$ cat src/rtl/display_mux_scheduler.sv
// Time-multiplexes the 7x5 LED array between the irrigation-status frame
// and the tank-level frame, with blank gaps and an empty-tank alarm mode.
//
// Ports:
//   clk, rst            clock, asynchronous active-high reset
//   tick_1hz            one-cycle pulse per second (dwell time base)
//   irrigation_status   irrigation code (2'b00 = idle)
//   water_tank_level    tank code (2'b00 = empty)
//   force_level         pins the display to the level frame while high
//   display_sel         0 = irrigation frame, 1 = level frame
//   display_code        code of the selected source
//   blank               turn all LEDs off
//   frame_start         pulse on the first visible cycle of a new frame
module display_mux_scheduler #(
    parameter int DWELL_IRR  = 3,
    parameter int DWELL_LVL  = 2,
    parameter int BLANK_CLKS = 16
) (
    input  logic       clk,
    input  logic       rst,
    input  logic       tick_1hz,
    input  logic [1:0] irrigation_status,
    input  logic [1:0] water_tank_level,
    input  logic       force_level,
    output logic       display_sel,
    output logic [1:0] display_code,
    output logic       blank,
    output logic       frame_start
);

    localparam int DMAX = (DWELL_IRR > DWELL_LVL) ? DWELL_IRR : DWELL_LVL;
    localparam int DW   = $clog2(DMAX + 1);
    localparam int BW   = $clog2(BLANK_CLKS + 1);

    localparam logic [DW-1:0] IRR_LAST = DW'(DWELL_IRR - 1);
    localparam logic [DW-1:0] LVL_LAST = DW'(DWELL_LVL - 1);
    localparam logic [BW-1:0] GAP_LAST = BW'(BLANK_CLKS - 1);

    typedef enum logic [2:0] {
        SHOW_IRR,
        GAP_TO_LVL,
        SHOW_LVL,
        GAP_TO_IRR,
        ALARM
    } state_t;

    state_t        state, state_n;
    logic [DW-1:0] dwell_cnt, dwell_n;
    logic [BW-1:0] gap_cnt, gap_n;
    logic          run;
    logic          alarm, tick_en;
    logic          sel_n, blank_n, fs_n;
    logic [1:0]    code_n;

    assign alarm = (water_tank_level == 2'b00) && (irrigation_status != 2'b00);
    // The first cycle out of reset is a frame change, so its tick is not counted.
    assign tick_en = tick_1hz && run;

    always_ff @(posedge clk or posedge rst) begin
        if (rst) begin
            state        <= SHOW_IRR;
            dwell_cnt    <= '0;
            gap_cnt      <= '0;
            run          <= 1'b0;
            display_sel  <= 1'b0;
            display_code <= 2'b00;
            blank        <= 1'b1;
            frame_start  <= 1'b0;
        end else begin
            state        <= state_n;
            dwell_cnt    <= dwell_n;
            gap_cnt      <= gap_n;
            run          <= 1'b1;
            display_sel  <= sel_n;
            display_code <= code_n;
            blank        <= blank_n;
            frame_start  <= fs_n;
        end
    end

    always_comb begin
        state_n = state;
        dwell_n = dwell_cnt;
        gap_n   = gap_cnt;
        if (alarm) begin
            state_n = ALARM;
            dwell_n = '0;
            gap_n   = '0;
        end else begin
            unique case (state)
                SHOW_IRR: begin
                    if (force_level) begin
                        state_n = GAP_TO_LVL;
                        dwell_n = '0;
                        gap_n   = '0;
                    end else if (tick_en) begin
                        if (dwell_cnt == IRR_LAST) begin
                            state_n = GAP_TO_LVL;
                            dwell_n = '0;
                            gap_n   = '0;
                        end else begin
                            dwell_n = dwell_cnt + 1'b1;
                        end
                    end
                end
                GAP_TO_LVL: begin
                    if (gap_cnt == GAP_LAST) begin
                        state_n = SHOW_LVL;
                        gap_n   = '0;
                        dwell_n = '0;
                    end else begin
                        gap_n = gap_cnt + 1'b1;
                    end
                end
                SHOW_LVL: begin
                    if (force_level) begin
                        dwell_n = '0;
                    end else if (tick_en) begin
                        if (dwell_cnt == LVL_LAST) begin
                            state_n = GAP_TO_IRR;
                            dwell_n = '0;
                            gap_n   = '0;
                        end else begin
                            dwell_n = dwell_cnt + 1'b1;
                        end
                    end
                end
                GAP_TO_IRR: begin
                    if (gap_cnt == GAP_LAST) begin
                        state_n = force_level ? GAP_TO_LVL : SHOW_IRR;
                        gap_n   = '0;
                        dwell_n = '0;
                    end else begin
                        gap_n = gap_cnt + 1'b1;
                    end
                end
                ALARM: begin
                    state_n = GAP_TO_IRR;
                    dwell_n = '0;
                    gap_n   = '0;
                end
                default: begin
                    state_n = SHOW_IRR;
                    dwell_n = '0;
                    gap_n   = '0;
                end
            endcase
        end
    end

    always_comb begin
        sel_n   = 1'b1;
        blank_n = 1'b1;
        unique case (state_n)
            SHOW_IRR:   begin sel_n = 1'b0; blank_n = 1'b0; end
            GAP_TO_LVL: begin sel_n = 1'b0; blank_n = 1'b1; end
            SHOW_LVL:   begin sel_n = 1'b1; blank_n = 1'b0; end
            GAP_TO_IRR: begin sel_n = 1'b1; blank_n = 1'b1; end
            ALARM: begin
                sel_n   = 1'b1;
                // Lit on entry, then blinks on each tick.
                blank_n = (state == ALARM) ? (blank ^ tick_en) : 1'b0;
            end
            default: begin sel_n = 1'b0; blank_n = 1'b1; end
        endcase
        // Code follows the next-state source so a new frame never shows the old one.
        code_n = sel_n ? water_tank_level : irrigation_status;
        fs_n   = !run
              || ((state_n != state)
                  && (state_n == SHOW_IRR || state_n == SHOW_LVL))
              || ((state_n == ALARM) && (state != ALARM)
                  && (state != SHOW_LVL));
    end

endmodule

$ cat config.mk
export PLATFORM = sky130hd
export DESIGN_NAME = display_mux_scheduler
export DESIGN_NICKNAME = d
export VERILOG_FILES = /design/src/rtl/display_mux_scheduler.sv
export SDC_FILE = /design/constraint.sdc
export NUM_CORES = 1
export LEC_CHECK = 0
export BUFFER_PORTS_ARGS = -buffer_cell sky130_fd_sc_hd__buf_2
export CORE_ASPECT_RATIO = 1.4
export CORE_MARGIN = 8
export CORE_UTILIZATION = 35
export CTS_CLUSTER_SIZE = 28
export DETAILED_ROUTE_END_ITERATION = 10
export HOLD_SLACK_MARGIN = 0.05
export MAX_ROUTING_LAYER = met4
export PLACE_DENSITY = 0.63
export SLEW_MARGIN = 20
export SYNTH_ARGS = -nofsm -noshare
export SYNTH_HDL_FRONTEND = slang
export SYNTH_SLANG_ARGS = --single-unit
$ cat constraint.sdc
create_clock -name clk -period 2.7 [get_ports clk]
set_clock_uncertainty 0.05 [all_clocks]
set_input_delay 0.405 -clock clk [delete_from_list [all_inputs] [get_ports clk]]
set_output_delay 0.405 -clock clk [all_outputs]
set_load 0.02 [all_outputs]
==> impl_metrics.csv <==
group,metric,value,unit
run_status,run_status,"complete, no violations",
power,p_per_area,826.3,nW/um^2
synthesis,synth_compound_area_share,12.78,%
global_route,first_global_vias,700,
synthesis,ys_ff_latch,16,
synthesis,synth_edf_count,0,
drt,wl_per_cell,12.36,um
clock_tree,postCtsSetupRepairBufs,0,
worst_setup_path,worst-r2r-setup-slack,0.79,ns
drt,routed_wirelength,1767,um
timing,post-route-period-util,70.61,%
drt,drt_iter0_markers,14,
global_route,grt_pass1_wl,3139,um
clock_tree,clk_pin_slew,0.10,ns
worst_setup_path,start_kind,"flip-flop",
global_route,grt.overflow.total,0,
synthesis,synth_top_family_by_area,"simple AND/OR/NAND/NOR gates",
final_layout,drive_gt1_share,26.17,%
timing,slew_headroom,60.06,%
synthesis,syn_inst,94,
power,p_clk_share,18.6,%
worst_setup_path,cp_max_fo,4,
worst_setup_path,path_class,"reg -> reg",
floorplan,initial_core_util,35.57,%
worst_setup_path,cp-end-kind,"flip-flop",
clock_tree,cts_hold_buf,0,
drt,vias,698,
floorplan,num_rows,22,
power,combPwrFrac,35.5,%
synthesis,muxShareOfSynthArea,4.722,%
timing,worst_pin_slew,0.5985,ns
power,switching_share,38.23,%
drt,via_per_inst,4.881,
clock_tree,cts_root_buffer,"clkbuf_4",
worst_setup_path,crit_family,"multiplexers",
place,dp.cells,139,
worst_setup_path,cp_slowest_stage_delay,0.42,ns
worst_setup_path,worst_path_max_delay_cell,"dfrtp_1",
final_layout,area_delta_synth_final,12.78,%
power,intPower,0.5185,mW
synthesis,synth_cell_types,40,
place,hpwl,1367,um
job,drv_cap,0,
final_layout,nFillCells,275,
worst_setup_path,critical_path.cell_chain,"ha_1, nand3_2, nor3b_2, xor2_1, mux2i_1, mux2_2",
timing,timing.fmax,0.5246,GHz
drt,dr.pass1.iters,4,
clock_tree,clk_latency,0.28,ns
floorplan,core_area,2532,um^2
power,p_total,0.8395,mW
synthesis,syn-num-nets,103,
synthesis,synthAdderAreaFrac,1.389,%
clock_tree,htree_levels,1,
final_layout,final_util,40.12,%
synthesis,yosys_warnings,0,
synthesis,ys.flop_type,"dfrtp_1",
synthesis,synth_xor_area_share,4.861,%
power,peakVddDrop,0.3654,mV
worst_setup_path,cp.buffers_inverters,0,
worst_setup_path,r2r_end,"display_code[0]",
floorplan,die_w,58.88,um
worst_setup_path,ff2ff_path_depth,6,
floorplan,die_area,4476,um^2
floorplan,ios,13,
synthesis,syn-cell-area,900.9,um^2
power,p_sw,0.3210,mW
power,leakage,0.4661,nW
timing,slew_violations,0,
clock_tree,clock_sink_count,16,
timing,finalHoldViolations,0,
timing,setup_viol,0,
final_layout,antenna-diode-count,0,
min_path,hold_class,"in -> async",
synthesis,synth_simple_gate_area_share,24.58,%
timing,min_period,1.906,ns
synthesis,synthArstFlopShare,100.0,%
final_layout,nets,117,
drt,ant_nets,0,
clock_tree,ctsLongestPathBuffers,2,
timing,grt_setup_unrepaired,"false",
worst_setup_path,r2r_start,"gap_cnt[0]",
clock_tree,numCtsBuffers,3,
synthesis,synth.avg_cell_area,9.584,um^2
timing,setup_tns,0,ns
place,routabilityCongestion,0.7448,
worst_setup_path,required,2.83,ns
global_route,grt_max_degree,17,
power,p_seq_share,45.9,%
clock_tree,cts_tree,"built",
place,portBuffers,12,
synthesis,ys_seq_area_share,44.58,%
final_layout,instances_no_fill,143,
global_route,grt_usage,9.134,%
clock_tree,cts_resized,0,
floorplan,die_y,76.03,um
drt,drc_errors,0,
global_route,antenna_found_initial,0,
worst_setup_path,cp.arrival,2.03,ns
per-layer routing:
layer,part of all wire [%],vias to the layer above,GRT usage (%)
met4,2.4,0,6.490
met5,0,-,-
met3,2.0,2,1.351
met2,52,5,14.58
li1,-,353,-
met1,43,338,9.870
cell families after synthesis:
family                   Yosys count
flip-flops                        16
buffers and inverters             11
other                              1
AND/OR/NAND/NOR                   39
AO/OA/AOI/OAI                     17
XOR/XNOR                           5
multiplexers                       4
adder cells (fa/ha/maj)            1
flip-flops by register name, summed over array words and instances (netlist names):
name	flops
display_sel	1
frame_start	1
state	3
run	1
display_code	2
blank	1
gap_cnt	5
dwell_cnt	2
synth_stat cells, types with 2 or more instances:
master | instances | area, um^2
xor2_1 | 3 | 26.28
o22ai_1 | 2 | 12.51
nand4_1 | 3 | 18.77
buf_4 | 2 | 15.01
a21oi_1 | 3 | 15.01
o21ai_0 | 6 | 30.03
mux2i_1 | 2 | 20.02
nor3_1 | 4 | 20.02
mux2_2 | 2 | 22.52
xnor2_1 | 2 | 17.52
nor2_1 | 7 | 26.28
dfrtp_1 | 15 | 375.4
inv_1 | 7 | 26.28
nand2_1 | 10 | 37.54
cell usage in the layout, fill, tap and decap left out, types with 2 or more instances in the layout:
master,count
nand4_1,3
xor2_1,3
a21oi_1,3
inv_1,7
o22ai_1,2
nor2_1,7
nand2_1,10
clkbuf_4,3
buf_2,12
mux2i_1,2
xnor2_1,2
mux2_2,2
dfrtp_1,15
nor3_1,4
o21ai_0,6
worst max path at each step:
stage | slack (ns) | end | depth (start not counted) | from
final | 0.79 | display_code[0] | 6 | gap_cnt[0]
after global routing | 0.71 | display_code[0] | 6 | gap_cnt[0]
after CTS | 0.79 | display_code[1] | 6 | gap_cnt[0]
after detailed placement | 0.80 | display_code[1] | 6 | gap_cnt[0]
after global placement | 0.85 | display_code[0] | 6 | gap_cnt[0]
after floorplan | 0.96 | display_code[0] | 6 | gap_cnt[0]
through the flow:
step / setup WS, ns / hold slack (ns) / area, um^2
2_1_floorplan: 0.9619 / 0.2680 / 900.9
3_3_place_gp: 0.8533 / 0.4519 / 979.7
3_5_place_dp: 0.7993 / 0.4655 / 979.7
4_1_cts: 0.7879 / 0.1524 / 1016
5_1_grt: 0.7076 / 0.1519 / 1016
6_report: 0.7936 / 0.1226 / 1016
power groups by stage:
stage	Sequential [mW]	Clock [mW]	Combinational [mW]
6_report	0.386	0.156	0.298
5_1_grt	0.399	0.180	0.335
4_1_cts	0.384	0.163	0.302
2_1_floorplan	0.391	0	0.233
3_3_place_gp	0.385	0	0.290
3_5_place_dp	0.389	0	0.300
cell type report:
class / instances / area, um^2 / area share, %
flip-flops and latches: 16 / 401.6 / 39.53
multi-input cells: 67 / 439.2 / 43.23
repair buffers: 13 / 67.56 / 6.650
inverters: 7 / 26.28 / 2.586
well taps: 36 / 45.04 / 4.434
clock buffers: 4 / 36.28 / 3.571
worst register-to-register path, cell delays in order (launching register included):
cell	delay (ns)
dfrtp_1	0.42
ha_1	0.22
nand3_2	0.14
nor3b_2	0.22
xor2_1	0.09
mux2i_1	0.30
mux2_2	0.38
No activity file was read; power rests on OpenSTA's default activity.
